`config.mk`:
```
export PLATFORM = sky130hd
export DESIGN_NAME = cordic_job_sequencer
export DESIGN_NICKNAME = d
export VERILOG_FILES = /design/src/rtl/cordic_job_sequencer.sv
export SDC_FILE = /design/constraint.sdc
export NUM_CORES = 1
export LEC_CHECK = 0
export CAP_MARGIN = 0
export CORE_ASPECT_RATIO = 2
export CORE_MARGIN = 5
export CORE_UTILIZATION = 52
export DETAILED_ROUTE_END_ITERATION = 16
export PLACE_DENSITY = 0.79
export SKIP_LAST_GASP = 1
export SLEW_MARGIN = 25
export SYNTH_ARGS = -nofsm -noshare
export SYNTH_HDL_FRONTEND = slang
export SYNTH_SLANG_ARGS = --single-unit
```
`constraint.sdc`:
```
create_clock -name clk -period 2.8 [get_ports clk]
set_input_delay 0.7 -clock clk [delete_from_list [all_inputs] [get_ports clk]]
set_output_delay 0.7 -clock clk [all_outputs]
set_load 0.05 [all_outputs]
```
`src/rtl/cordic_job_sequencer.sv`:
```
// Job sequencer around the CORDIC control FSM: a request FIFO feeds one job at a time
// to the CORDIC, and a single-entry output register holds each result for the consumer.
module cordic_job_sequencer #(
    parameter int W     = 32,
    parameter int DEPTH = 4,
    parameter int AW    = 2
) (
    input  logic          clk,
    input  logic          reset,
    input  logic          in_valid,
    output logic          in_ready,
    input  logic [W-1:0]  in_angle,
    input  logic          in_op,
    output logic [W-1:0]  angle_cordic,
    output logic          operation,
    output logic          beg_FSM_CORDIC,
    input  logic          ready_CORDIC,
    input  logic [W-1:0]  data_cordic,
    output logic          ACK_FSM_CORDIC,
    output logic          out_valid,
    input  logic          out_ready,
    output logic [W-1:0]  out_data,
    output logic          out_op,
    output logic [AW:0]   count,
    output logic          busy
);

    typedef enum logic [1:0] {IDLE, START, WAIT, ACK} state_t;

    localparam logic [AW:0] FULL_COUNT = (AW+1)'(DEPTH);

    state_t         state_reg, state_next;
    logic [W:0]     mem [DEPTH];
    logic [AW-1:0]  wr_ptr_reg, rd_ptr_reg;
    logic [AW:0]    count_reg, count_next;
    logic [W-1:0]   angle_reg;
    logic           op_reg;
    logic           out_valid_reg, out_valid_next;
    logic [W-1:0]   out_data_reg;
    logic           out_op_reg;
    logic           push, pop, out_free, capture;

    assign in_ready = (count_reg != FULL_COUNT);
    assign push     = in_valid && in_ready;
    assign pop      = (state_reg == IDLE) && (count_reg != '0);
    // The output slot counts as free when its current result drains at this same edge.
    assign out_free = !out_valid_reg || out_ready;
    assign capture  = (state_reg == WAIT) && ready_CORDIC && out_free;

    always_comb begin
        count_next = count_reg;
        case ({push, pop})
            2'b10:   count_next = count_reg + (AW+1)'(1);
            2'b01:   count_next = count_reg - (AW+1)'(1);
            default: count_next = count_reg;
        endcase
    end

    always_comb begin
        out_valid_next = out_valid_reg;
        if (capture)
            out_valid_next = 1'b1;
        else if (out_valid_reg && out_ready)
            out_valid_next = 1'b0;
    end

    always_comb begin
        state_next = state_reg;
        case (state_reg)
            IDLE:    if (count_reg != '0) state_next = START;
            START:   state_next = WAIT;
            WAIT:    if (capture) state_next = ACK;
            ACK:     if (!ready_CORDIC) state_next = IDLE;
            default: state_next = IDLE;
        endcase
    end

    // Storage array has no reset so it can map onto RAM; only pointers are cleared.
    always_ff @(posedge clk) begin
        if (push)
            mem[wr_ptr_reg] <= {in_op, in_angle};
    end

    always_ff @(posedge clk or negedge reset) begin
        if (!reset) begin
            state_reg     <= IDLE;
            wr_ptr_reg    <= '0;
            rd_ptr_reg    <= '0;
            count_reg     <= '0;
            angle_reg     <= '0;
            op_reg        <= 1'b0;
            out_valid_reg <= 1'b0;
            out_data_reg  <= '0;
            out_op_reg    <= 1'b0;
        end else begin
            state_reg     <= state_next;
            count_reg     <= count_next;
            out_valid_reg <= out_valid_next;
            if (push)
                wr_ptr_reg <= wr_ptr_reg + AW'(1);
            if (pop) begin
                rd_ptr_reg <= rd_ptr_reg + AW'(1);
                {op_reg, angle_reg} <= mem[rd_ptr_reg];
            end
            if (capture) begin
                out_data_reg <= data_cordic;
                out_op_reg   <= op_reg;
            end
        end
    end

    assign beg_FSM_CORDIC = (state_reg == START);
    assign ACK_FSM_CORDIC = (state_reg == ACK);
    assign angle_cordic   = angle_reg;
    assign operation      = op_reg;
    assign out_valid      = out_valid_reg;
    assign out_data       = out_data_reg;
    assign out_op         = out_op_reg;
    assign count          = count_reg;
    assign busy           = (state_reg != IDLE) || (count_reg != '0) || out_valid_reg;

endmodule

```
### Word-level counts from Yosys, hierarchy flattened

Memories as Yosys holds them, arrays and structs flattened. A register that Yosys moved wholly into a read port is not among the register bits.
Cells that the tools add are included.

* memories kept: 1
* logic and storage cells: 46
* bits of input ports: 70
* memory bits (writable): 132
* output and inout port bits: 74
* flip-flop bits (word level): 43

Memories
* mem: words 4, width 33, read ports 1, clocked after memory_dff 1, wr ports 1, line 33 `logic [W:0] mem [DEPTH];`

* eq/ne operators: 9
* muxes and demuxes: 9
* $add $sub $neg: 4
* reductions and logical operators: 16

Operator list (number)
* one-hot mux 2 bit (4 select lines): 1
* equality test 2 bit (second input constant): 3
* two-way mux 2 bit: 3
* one-hot mux 3 bit (2 select lines): 1
* nonzero test 2 bit: 3
* logical AND 1 bit: 5
* adder 2 x 1 -> 2 bit (second input constant): 2
* equality test 2 x 1 -> 1 bit (second input constant): 2
* two-way mux 1 bit: 4
* inequality test 2 bit (second input constant): 2
* adder 3 x 1 -> 3 bit (second input constant): 1
* logical OR 1 bit: 3
* inequality test 3 bit (second input constant): 1
* AND reduction 3 bit: 1
* nonzero test 3 bit: 1
* subtractor 3 x 1 -> 3 bit (second input constant): 1
* zero test 1 bit: 2
* zero test 2 bit: 1
* inequality test 2 x 1 -> 1 bit (second input constant): 1

### Logic depth before layout (Yosys ltp)

Gate-level depths: netlist of run 1.

* depth in word-level cells: 5
* gate-level depth with buffers: 11

### Worst setup path before layout of run 1

Ideal clock, no wire load.

* path kind: register -> register
* start: reg count_reg[2], in the netlist count[2]
* end: reg count_reg[2], in the netlist count[2]
* cell stages (with the launch flop): 10
* buffers on the path: 0
* library setup time: 82 ps
* data required time: 2718 ps
* arrival: 2658 ps
* setup slack: 60 ps
* cells stage by stage: dfrtp_1 > nand3_1 > and2_1 > inv_1 > ha_1 > inv_1 > fa_1 > xor2_1 > nor2_1 > xor2_1

* longest elaborated chain between the ends: 4
* elaborated cells on any way between the ends: 10
* classes of those cells: add/sub: 2; eq/ne: 3; mux: 1; reduce/logical: 4

Ends and longest elaborated chain
* start: declaration: line 35 `logic [AW:0] count_reg, count_next;`
* start signal: assignment: line 97 `count_reg <= count_next;`
* inequality test 3 bit *: line 43 `assign in_ready = (count_reg != FULL_COUNT);`
* via in_ready: line 11 `output logic in_ready,`
* logical AND 1 bit *: line 44 `assign push = in_valid && in_ready;`
* equality test 2 x 1 -> 1 bit or equality test 2 bit (tied branches): line 52 `case ({push, pop})`
* one-hot mux 3 bit (2 select lines) or nonzero test 2 bit (tied branches)

Mark *: on every way through the listed nets, which the timed path passes. The rest lies on a longest branch.
A chain may end at the register's enable or synchronous reset.

### Worst setup path after layout of run 1

* start: reg state_reg[1]
* end: out beg_FSM_CORDIC

* longest elaborated chain between the ends: 1

Ends and longest elaborated chain
* start: declaration: line 32 `state_t state_reg, state_next;`
* start signal: assignment: line 96 `state_reg <= state_next;`
* equality test 2 x 1 -> 1 bit: line 112 `assign beg_FSM_CORDIC = (state_reg == START);`
* end: declaration: line 16 `output logic beg_FSM_CORDIC,`

No other way between the ends.

==> impl_summary.txt, run 1 <==
----------------------------------------------------
[Floorplan]
  Die Span X ... 97.6 microns
  Initial cell density of the core ... 52.5%
  Core region area ... 15,200 sq um
  Die outline height ... 185 microns
  Count of pins on the block boundary ... 144
  DIE AREA ... 18,100 sq um
  Total number of placement rows ... 64

[Global route]
  Number of antenna violations at the first check in global routing ... 0
  Vias in the first global route ... 4,443
  Overall routing resource usage ... 16.7%
  Global-route wire length before repair ... 23,900 microns
  Maximum number of pins on one net before global-route repair ... 47
  Total global routing overflow ... 0

[Clocking]
  Cell at the root of the clock tree ... clkbuf_16
  Cts-stage hold buffer count ... 0
  # clock sinks ... 208
  Clock tree from TritonCTS ... done
  Clock insertion delay at the later pin of the skew report ... 0.47 ns
  CTS clk-pin slew, worst paths ... 0.06 ns
  Post-CTS Setup Repair Bufs ... 0
  Maximum clock insertion buffer count ... 3
  H-tree levels ... 1
  CTS buffer count ... 18

[Cells and area]
  Fraction of layout instances using a drive strength above 1 ... 25.9%
  Most common cell after layout, fill and taps aside ... clkdlybuf4s50_1
  Post-layout util ... 67.3%
  Layout-stage area growth over the synthesis result ... 28.3%
  Number of flip-flops under the largest register name ... 132
  Leading cell types in the layout, fill and taps excluded ... clkdlybuf4s50_1 (140), edfxtp_1 (132), dfrtp_1 (74), mux2_2 (39)
  Layout fillers ... 1,051
  Final layout net count ... 609
  Count of placed standard cells in the final layout, fillers left out ... 738
  Antenna cells ... 0

[Synthesis]
  Post-Synthesis Cells ... 371
  Distinct cell type count of the synthesized netlist ... 31
  Seq/Total Area, Yosys ... 73.5%
  YS warnings ... 0
  FF+latch count, synth ... 208
  Top cells by area, synth ... edfxtp_1 (50%), dfrtp_1 (24%), mux4_2 (7.9%)
  Yosys top cell by area ... edfxtp_1
  Post-Syn Nets ... 452
  Area share of the largest cell type after synthesis ... 49.6%
  Netlist area before placement ... 7990 sq um
  Mapped Avg Cell Area ... 21.5 sq um

[Drt]
  Detail-routed net length per standard cell ... 20.3 microns
  Total iterations of the first detailed-routing run ... 4
  Total Routed Length ... 15,000 microns
  DRC violations left ... 0
  Violation count after the first detailed-routing iteration ... 171
  Routed via count divided by cell count ... 5.26
  Number of vias in the routed layout ... 3,883
  Antenna-violating nets left ... 0

[Power and ir drop]
  Sequential share of power ... 37.0%
  Largest voltage drop on the vdd net ... 0.000642 V
  Relative contribution of the clock network to total power ... 17.8%
  Fraction of power spent switching nets ... 37.4%
  Power density over the cells ... 1270 nW/um^2
  Net switching power of the design ... 4870 uW
  Power Internal ... 8170 uW
  Leak ... 0.00380 uW
  Portion of total power attributed to combinational logic ... 45.2%

[STA]
  Tightest Pin Transition ... 0.827 ns
  Max Clk Rate ... 0.372 GHz
  Period utilisation layout ... 96.1%
  Period minus WS final ... 2.69 ns
  Worst Clk Skew ... 0.0123 ns
  Worst rel slew slack ... 44.9%
  Hold Fails Final Rpt ... 0
  Minimum setup slack in the final design ... 0.109 ns
  Setup TNS Final ... 0 ns
  Count of endpoints failing setup in the final report ... 0
  RSZ-0062 raised after global routing ... no
  Fin. max-slew vios ... 0
  Min Hold Slack ... 0.180 ns

[Worst setup path]
  Endpoint required time on the critical path ... 2.10 ns
  Element type at the critical path end ... output port
  Data arrival time of the critical path ... 1.99 ns
  Worst R2R Setup Slack ... 0.61 ns
  Worst Path Class, Setup ... reg2out
  Critical Path Fanout Max ... 4
  Startpoint types ... flip-flop

[Flow run]
  Max Cap Violations ... 0

[Placed design]
  Port Buf Inserts ... 143
  Final RePlAce weighted congestion ... 0.735
  Worst slack, placed ... 0.237 ns
  Cell Count Post-Placement ... 706
  Dpl hpwl ... 10,200 microns

[Status]
  Outcome ... complete, no violations

[Hold path]
  Worst min-delay path category ... in2async

----------------------------------------------------
-- kinds of logic after synthesis --
logic type / Yosys count / share of synthesized area [%]
AO/OA/AOI/OAI: 4 / 0.360
XOR/XNOR: 6 / 0.658
adder cells (fa/ha/maj): 11 / 1.82
buffers and inverters: 24 / 2.05
flip-flops: 208 / 73.5
multiplexers: 101 / 20.4
AND/OR/NAND/NOR: 17 / 1.21
-- critical path, cell delays in order, from the launching register on --
cell	delay [ns]
dfrtp_1	0.41
inv_1	0.11
ha_1	0.18
clkdlybuf4s50_1	0.82
-- power groups by stage --
stage | clock network (uW) | logic, uW | registers (uW)
floorplan | 0 | 2500 | 6520
global placement | 0 | 5860 | 4830
detailed placement | 0 | 5970 | 4900
CTS | 2410 | 5990 | 4850
global route | 2530 | 6170 | 4930
finish | 2330 | 5900 | 4820
-- path summary, 6_finish.rpt --
check                        startpoint             end  cells after the start
max                        state_reg[1]  beg_FSM_CORDIC                      3
min                               reset        count[2]                      1
max reg2reg                    count[0]        count[2]                     10
min reg2reg                out_data[15]    out_data[15]                      1
max in group asynchronous         reset    out_data[15]                      2
min in group clk           out_data[15]    out_data[15]                      1
-- metal layers --
| layer | routed length [microns] | vias up | track usage, % |
|---|---|---|---|
| met5 | 0 | - | 0 |
| met4 | 261 | 0 | 4.99 |
| met3 | 808 | 20 | 3.58 |
| met2 | 8720 | 115 | 32.0 |
| met1 | 5220 | 1993 | 18.5 |
| li1 | - | 1755 | - |
-- what timing repair did --
action / 4_1_cts / 5_1_grt
endpoints found under the setup margin: 1 / 1
endpoints found under the hold margin: 0 / 0
gates resized for setup: 1 / 1
-- cells in the mapped netlist --
library cell,n
o32a_1,1
mux4_1,5
fa_1,1
nand2_1,4
buf_2,5
nor2b_1,1
edfxtp_1,132
o21ai_0,1
mux2_4,28
a21oi_1,1
dfrtp_1,76
nand3b_1,1
nor2_1,1
a22o_1,1
ha_1,10
and2_1,1
inv_1,8
inv_2,1
mux4_2,28
xor2_1,2
nand2b_1,2
nand3_1,2
buf_12,3
mux2_1,1
mux2_2,39
clkbuf_1,3
nor3_2,1
xnor2_1,4
and3_1,4
buf_6,1
buf_4,3
-- final cells by class --
cell class,instances,area (sq um),area share [%]
clock inverters,6,27.5,0.269
multi-input cells,139,1960,19.2
repair buffers,152,1570,15.4
flip-flops and latches,208,5870,57.3
well taps,198,248,2.42
clock buffers,26,532,5.19
inverters,9,33.8,0.330
-- per-stage QoR --
step / total power (uW) / instance area, sq um
floorplan: 9020 / 7990
global placement: 10700 / 9680
detailed placement: 10900 / 9680
CTS: 13200 / 10200
global route: 13600 / 10200
finish: 13000 / 10200
No activity file was read; power rests on OpenSTA's default activity.
==> inputs of run 2 (changes only) <==
ABC_CLOCK_PERIOD_IN_PS = 2800   (was default)
CELL_PAD_IN_SITES_DETAIL_PLACEMENT = 0   (was default)
CELL_PAD_IN_SITES_GLOBAL_PLACEMENT = 2   (was default)
CORE_UTILIZATION = 39   (was 52)
PLACE_DENSITY = default   (was 0.79)
PLACE_DENSITY_LB_ADDON = 0.1   (was default)
==> run 2 against run 1 <==
Against the previous run:
- critical endpoint unchanged
- clock power about the same
- sequential power down 1%
- worst hold slack improved by 0.032 ns
- non-clock buffer count increased by 4
- clock skew up 0.0048 ns
- combinational power up 1%
==> impl_summary.txt, run 2 (synthesized netlist as in run 1, its figures left out) <==
----------------------------------------------------
[STA]
  Tightest Pin Transition ... 0.708 ns (-0.119 ns)
  Period minus WS final ... 2.66 ns (-0.0321 ns)
  Worst Clk Skew ... 0.0171 ns (+0.00476 ns)
  Hold Fails Final Rpt ... 0 (unchanged)
  Fin. max-slew vios ... 0 (unchanged)
  Period utilisation layout ... 94.9% (-1.1 points)
  Count of endpoints failing setup in the final report ... 0 (unchanged)
  Setup TNS Final ... 0 ns (unchanged)
  Max Clk Rate ... 0.376 GHz (+1.2%)
  Worst rel slew slack ... 52.8% (+7.9 points)
  RSZ-0062 raised after global routing ... no

[Status]
  Outcome ... complete, no violations

[Cells and area]
  Number of flip-flops under the largest register name ... 132 (unchanged)
  Most common cell after layout, fill and taps aside ... clkdlybuf4s50_1
  Fraction of layout instances using a drive strength above 1 ... 26.7% (+0.81 points)
  Area of the multi-input gates ... 1960 sq um (unchanged)
  Leading cell types in the layout, fill and taps excluded ... clkdlybuf4s50_1 (140), edfxtp_1 (132), dfrtp_1 (74), mux2_2 (39)
  Layout-stage area growth over the synthesis result ... 29.6%
  Final instance area ... 10,300 sq um (+1.0%)
  Register Area ... 5870 sq um (unchanged)
  Antenna cells ... 0 (unchanged)
  Final layout net count ... 614 (+0.82%)
  Layout fillers ... 1,674 (+59%)

[Global route]
  Global-route wire length before repair ... 25,700 microns (+7.7%)
  Maximum number of pins on one net before global-route repair ... 39 (-17%)
  Number of antenna violations at the first check in global routing ... 0 (unchanged)
  Overall routing resource usage ... 13.9% (-2.8 points)
  Total global routing overflow ... 0 (unchanged)
  Vias in the first global route ... 4,538 (+2.1%)

[Worst setup path]
  Depth of the most critical reg-to-reg path ... 10 (unchanged)
  Reg-to-reg critical path endpoint ... count[2]
  Data arrival time of the critical path ... 1.96 ns (-0.03 ns)
  Endpoint required time on the critical path ... 2.10 ns (about the same)
  Startpoint of the lowest-slack register-to-register path ... count[0]
  Startpoint types ... flip-flop
  Element type at the critical path end ... output port
  Slowest library cell on the worst path ... clkdlybuf4s50_1
  Worst Path Class, Setup ... reg2out
  Worst path max stage delay ... 0.81 ns (about the same)
  CP cell instances ... inv_1, ha_1, clkdlybuf4s50_1
  Critical Path Fanout Max ... 4 (unchanged)
  Worst R2R Setup Slack ... 0.67 ns (+0.06 ns)

[Clocking]
  Clock insertion delay at the later pin of the skew report ... 0.49 ns (+0.02 ns)
  CTS buffer count ... 19 (+1)
  # clock sinks ... 208 (unchanged)
  CTS clk-pin slew, worst paths ... 0.06 ns (about the same)
  Maximum clock insertion buffer count ... 3 (unchanged)
  Post-CTS Setup Repair Bufs ... 0 (unchanged)
  Cell at the root of the clock tree ... clkbuf_16
  H-tree levels ... 1 (unchanged)
  Clock tree from TritonCTS ... done

[Floorplan]
  DIE AREA ... 23,600 sq um (+31%)
  Total number of placement rows ... 74 (+16%)
  Core region area ... 20,300 sq um (+33%)
  Die Span X ... 111 microns (+14%)
  Die outline height ... 212 microns (+15%)
  Initial cell density of the core ... 39.4% (-13 points)
  Count of pins on the block boundary ... 144 (unchanged)

[Drt]
  DRC violations left ... 0 (unchanged)
  Total Routed Length ... 16,200 microns (+7.7%)
  Number of vias in the routed layout ... 3,906 (+0.59%)
  Detail-routed net length per standard cell ... 19.9 microns (-2.1%)
  Total iterations of the first detailed-routing run ... 4 (unchanged)
  Violation count after the first detailed-routing iteration ... 84 (-51%)
  Routed via count divided by cell count ... 4.81 (-8.6%)
  Antenna-violating nets left ... 0 (unchanged)

[Hold path]
  Worst min-delay path category ... in2async

[Placed design]
  Port Buf Inserts ... 143 (unchanged)
  Dpl hpwl ... 10,400 microns (+2.1%)
  Final RePlAce weighted congestion ... 0.730 (-0.68%)
  Instance area after placement ... 9800 sq um (+1.2%)

[Power and ir drop]
  Power density over the cells ... 1260 nW/um^2 (-0.88%)
  Largest voltage drop on the vdd net ... 0.000653 V (+1.7%)
  Leak ... 0.00380 uW (about the same)

[Flow run]
  Max Cap Violations ... 0 (unchanged)

----------------------------------------------------
run 2: cell types whose count changed in the layout (fill, tap and decap cells not counted), sizes merged:
cell      before  now
buf           10   14
clkinvlp       0    3
clkbuf        26   25
clkinv         6    5
inv            9   10
run 2: how the worst max path moves through the flow:
stage / from / endpoint / slack (ns) / cells after the start
after floorplan: count[2] / count[2] / 0.06 / 9
after global routing: state_reg[1] / beg_FSM_CORDIC / 0.04 / 3
after CTS: count[0] / in_ready / 0.06 / 3
final: state_reg[1] / beg_FSM_CORDIC / 0.14 / 3
after detailed placement: in_valid / count[2] / 0.24 / 9
after global placement: in_valid / count[2] / 0.31 / 9
run 2: final cells by class:
cell class                 instances  area share [%]
sequential                       208            56.7
multi-input combinational        139            19.0
timing repair buffer             156            15.5
clock buffer                      25            4.81
tap                              266            3.22
clock inverter                     9           0.496
inverter                           9           0.326
run 2: report_power, final:
part	total, uW	leakage (uW)	internal, uW	switching [uW]
sequential	4760	0.00210	4290	475
combinational	5970	0.00144	2590	3390
clock	2330	0.000266	1260	1060
run 2: worst max-delay path, delay by kind of cell (launching register included):
kind	cells	cell delay (ns)
fa+ha+maj	1	0.15
buf+inv	2	0.92
flops	1	0.41
run 2: routing by layer:
layer | up-vias | routed length, microns | GRT usage (%)
met4 | 0 | 259 | 3.78
met5 | - | 0 | 0
li1 | 1766 | - | -
met1 | 1990 | 6050 | 14.8
met3 | 19 | 993 | 3.50
met2 | 131 | 8850 | 27.0
run 2: timing repair:
item                                    CTS  global route
resized for setup                         1             1
hold buffers                              0             0
endpoints found under the setup margin    1             1
run 2: through the flow:
step                total power, uW  setup WS (ns)  util (%)  hold WS [ns]  std cells
floorplan                      9020         0.0603         -         0.404        371
global placement              10800          0.308      48.3         0.471        778
detailed placement            10900          0.237      48.3         0.495        778
CTS                           13300         0.0572      51.0         0.211        812
global route                  13800         0.0435      51.0         0.238        812
finish                        13100          0.141      51.0         0.212        812
==> inputs of run 3 (changes only) <==
ABC_AREA = 1   (was default)
CORE_UTILIZATION = 34   (was 39)
==> run 3 against run 2 <==
Against the previous run:
- clock power is 18% higher
- worst setup slack worse by 0.029 ns
- sequential share of layout area is 1.7 points lower
==> impl_summary.txt, run 3 <==
----------------------------------------------------
[Power and ir drop]
  Net switching power of the design ... 5630 uW (+14%)
  Largest voltage drop on the vdd net ... 0.000659 V (+1.0%)
  Fraction of power spent switching nets ... 42.3% (+4.6 points)
  Portion of total power attributed to combinational logic ... 44.8% (-0.9 points)
  Power Internal ... 7670 uW (-5.7%)
  Relative contribution of the clock network to total power ... 20.6% (+2.8 points)
  Leak ... 0.00443 uW (+16%)
  Power density over the cells ... 1250 nW/um^2 (-1.3%)
  Sequential share of power ... 34.6% (-1.9 points)

[Clocking]
  Post-CTS Setup Repair Bufs ... 0 (unchanged)
  Cts-stage hold buffer count ... 0 (unchanged)
  CTS buffer count ... 21 (+2)
  CTS clk-pin slew, worst paths ... 0.06 ns (about the same)
  Maximum clock insertion buffer count ... 3 (unchanged)
  # clock sinks ... 208 (unchanged)
  Clock tree from TritonCTS ... done
  H-tree levels ... 1 (unchanged)
  Clock insertion delay at the later pin of the skew report ... 0.49 ns (about the same)
  Cell at the root of the clock tree ... clkbuf_16
  Post-cts sizing count ... 3 (+2)

[Floorplan]
  Core region area ... 23,900 sq um (+18%)
  Initial cell density of the core ... 34.4% (-5.0 points)
  Count of pins on the block boundary ... 144 (unchanged)
  Die Span X ... 120 microns (+7.9%)
  Total number of placement rows ... 80 (+8.1%)
  Die outline height ... 230 microns (+8.3%)
  DIE AREA ... 27,600 sq um (+17%)

[STA]
  Worst rel slew slack ... 53.3% (+0.49 points)
  Setup TNS Final ... 0 ns (unchanged)
  Tightest Pin Transition ... 0.701 ns (-0.00729 ns)
  Count of endpoints failing setup in the final report ... 0 (unchanged)
  Hold Fails Final Rpt ... 0 (unchanged)
  Fin. max-slew vios ... 0 (unchanged)
  Worst Clk Skew ... 0.00626 ns (-0.0108 ns)
  Period minus WS final ... 2.69 ns (+0.0290 ns)
  RSZ-0062 raised after global routing ... no
  Period utilisation layout ... 96.0% (+1.0 points)
  Min Hold Slack ... 0.207 ns (-0.00537 ns)
  Minimum setup slack in the final design ... 0.112 ns (-0.0290 ns)
  Max Clk Rate ... 0.372 GHz (-1.1%)

[Worst setup path]
  Startpoint types ... flip-flop
  Startpoint of the lowest-slack register-to-register path ... state_reg[0]
  CP cell instances ... inv_1, ha_1, clkdlybuf4s50_1
  Endpoint required time on the critical path ... 2.10 ns (about the same)
  Depth of the most critical reg-to-reg path ... 11 (+1)
  Slowest library cell on the worst path ... clkdlybuf4s50_1
  Worst path max stage delay ... 0.80 ns (about the same)
  Worst R2R Setup Slack ... 0.92 ns (+0.25 ns)
  Worst Path Class, Setup ... reg2out
  Count of buffer and inverter cells on the critical path ... 2 (unchanged)
  Element type at the critical path end ... output port
  Reg-to-reg critical path endpoint ... count[2]
  Critical Path Fanout Max ... 4 (unchanged)
  Category of cells accounting for the largest share of critical-path delay ... buffers and inverters
  Data arrival time of the critical path ... 1.99 ns (+0.03 ns)

[Drt]
  Violation count after the first detailed-routing iteration ... 269 (+220%)
  Total Routed Length ... 20,200 microns (+25%)
  Routed via count divided by cell count ... 4.71 (-2.0%)
  DRC violations left ... 0 (unchanged)
  Detail-routed net length per standard cell ... 16.9 microns (-15%)
  Total iterations of the first detailed-routing run ... 5 (+1)
  Number of vias in the routed layout ... 5,624 (+44%)
  Antenna-violating nets left ... 0 (unchanged)

[Global route]
  GR peak layer ... met2
  Total global routing overflow ... 0 (unchanged)
  Maximum number of pins on one net before global-route repair ... 68 (+74%)
  GR Layer Usage met3 ... 2.36% (-1.1 points)
  Global Route met2 Usage ... 28.2% (+1.2 points)
  Number of antenna violations at the first check in global routing ... 2 (+2)
  Overall routing resource usage ... 14.6% (+0.74 points)
  Vias in the first global route ... 5,936 (+31%)
  Global-route wire length before repair ... 32,100 microns (+25%)
  Met1 Usage GRT ... 16.0% (+1.2 points)

[Synthesis]
  Area share of the largest cell type after synthesis ... 48.2% (-1.5 points)
  Top cells by area, synth ... edfxtp_1 (48%), dfrtp_1 (23%), nand2_1 (14%)
  Post-Syn Nets ... 822 (+82%)
  Mapped Avg Cell Area ... 11.1 sq um (-48%)
  Distinct cell type count of the synthesized netlist ... 24 (-23%)
  Post-Synthesis Cells ... 741 (+100%)
  Count leader, synth ... nand2_1
  FF+latch count, synth ... 208 (unchanged)
  Most used flip-flop cell after synthesis ... edfxtp_1
  Commonest cells in the netlist ... nand2_1 (312), edfxtp_1 (132), dfrtp_1 (76), nor2_1 (40), nand3_1 (36)
  Seq/Total Area, Yosys ... 71.3% (-2.2 points)
  Netlist area before placement ... 8230 sq um (+3.0%)
  FFs w/ async S/R, synth ... 36.5% (unchanged)
  EDFF count, synth ... 132 (unchanged)
  Yosys top cell by area ... edfxtp_1
  YS warnings ... 0 (unchanged)

[Cells and area]
  Layout fillers ... 2,267 (+35%)
  Final layout net count ... 971 (+58%)
  Area of the multi-input gates ... 2110 sq um (+7.3%)
  Fraction of layout instances using a drive strength above 1 ... 7.30% (-19 points)
  Layout-stage area growth over the synthesis result ... 29.8%
  Number of flip-flops under the largest register name ... 132 (unchanged)
  Post-layout util ... 44.6% (-6.4 points)
  Leading cell types in the layout, fill and taps excluded ... nand2_1 (312), clkdlybuf4s50_1 (141), edfxtp_1 (132), dfrtp_1 (74)
  Register Area ... 5870 sq um (unchanged)
  Most common cell after layout, fill and taps aside ... nand2_1

[Status]
  Outcome ... complete, no violations

[Flow run]
  Max Cap Violations ... 0 (unchanged)

[Placed design]
  Port Buf Inserts ... 143 (unchanged)
  Dpl hpwl ... 13,000 microns (+26%)
  Worst slack, placed ... 0.201 ns (-0.0367 ns)
  Final RePlAce weighted congestion ... 0.725 (-0.62%)

[Hold path]
  Worst min-delay path category ... in2async

----------------------------------------------------
-- run 3: power groups by stage --
| stage | Sequential (uW) | Combinational (uW) | Clock [uW] |
|---|---|---|---|
| after global placement | 4620 | 6000 | 0 |
| after floorplan | 6290 | 2430 | 0 |
| after detailed placement | 4660 | 6100 | 0 |
| after CTS | 4610 | 6120 | 2850 |
| final | 4600 | 5960 | 2750 |
| after global routing | 4700 | 6520 | 2950 |
-- run 3: kinds of logic (layout without fill, tap and decap cells) --
logic type	count (synthesis)	in the layout	synth area share (%)
other	0	2	0
adder cells (fa/ha/maj)	11	11	1.76
flip-flops	208	208	71.3
AND/OR/NAND/NOR	396	396	18.9
XOR/XNOR	4	4	0.426
AO/OA/AOI/OAI	69	69	4.20
buffers and inverters	53	216	3.47
-- run 3: worst max-delay path by stage --
stage / from / end / cells past startpoint
after floorplan: count[1] / mem[0][0] / 4
final: state_reg[1] / beg_FSM_CORDIC / 3
after CTS: state_reg[0] / busy / 5
after global placement: state_reg[0] / busy / 5
after global routing: state_reg[1] / beg_FSM_CORDIC / 3
after detailed placement: state_reg[0] / busy / 5
-- run 3: area by class of cell --
type,count,area share [%]
Clock buffer,29,5.39
Multi-Input combinational cell,480,19.7
Timing Repair Buffer,162,15.0
Clock inverter,8,0.879
Inverter,17,0.598
Sequential cell,208,55.0
Tap cell,287,3.36
Antenna cell,2,0.0469
-- run 3: worst register-to-register path, cell delays in order, from the launching register on --
cell and delay (ns):
dfrtp_1 0.41, inv_1 0.12, ha_1 0.19, nand2_2 0.07, inv_2 0.06, ha_1 0.13
inv_1 0.07, fa_1 0.39, nor2_1 0.11, nor2_1 0.04, nand2_1 0.07, xor2_1 0.15
-- run 3: routing by layer --
metal | vias up | part of all wire, %
met5 | - | 0
met3 | 27 | 5.1
met1 | 2702 | 38
li1 | 2744 | -
met4 | 0 | 2.4
met2 | 151 | 54
-- run 3: stage by stage --
stage,instance area [sq um],power (uW),std cells
after floorplan,8230,8720,741
after global placement,10000,10600,1154
after detailed placement,10000,10800,1154
after CTS,10700,13600,1191
after global routing,10700,14200,1192
final,10700,13300,1193
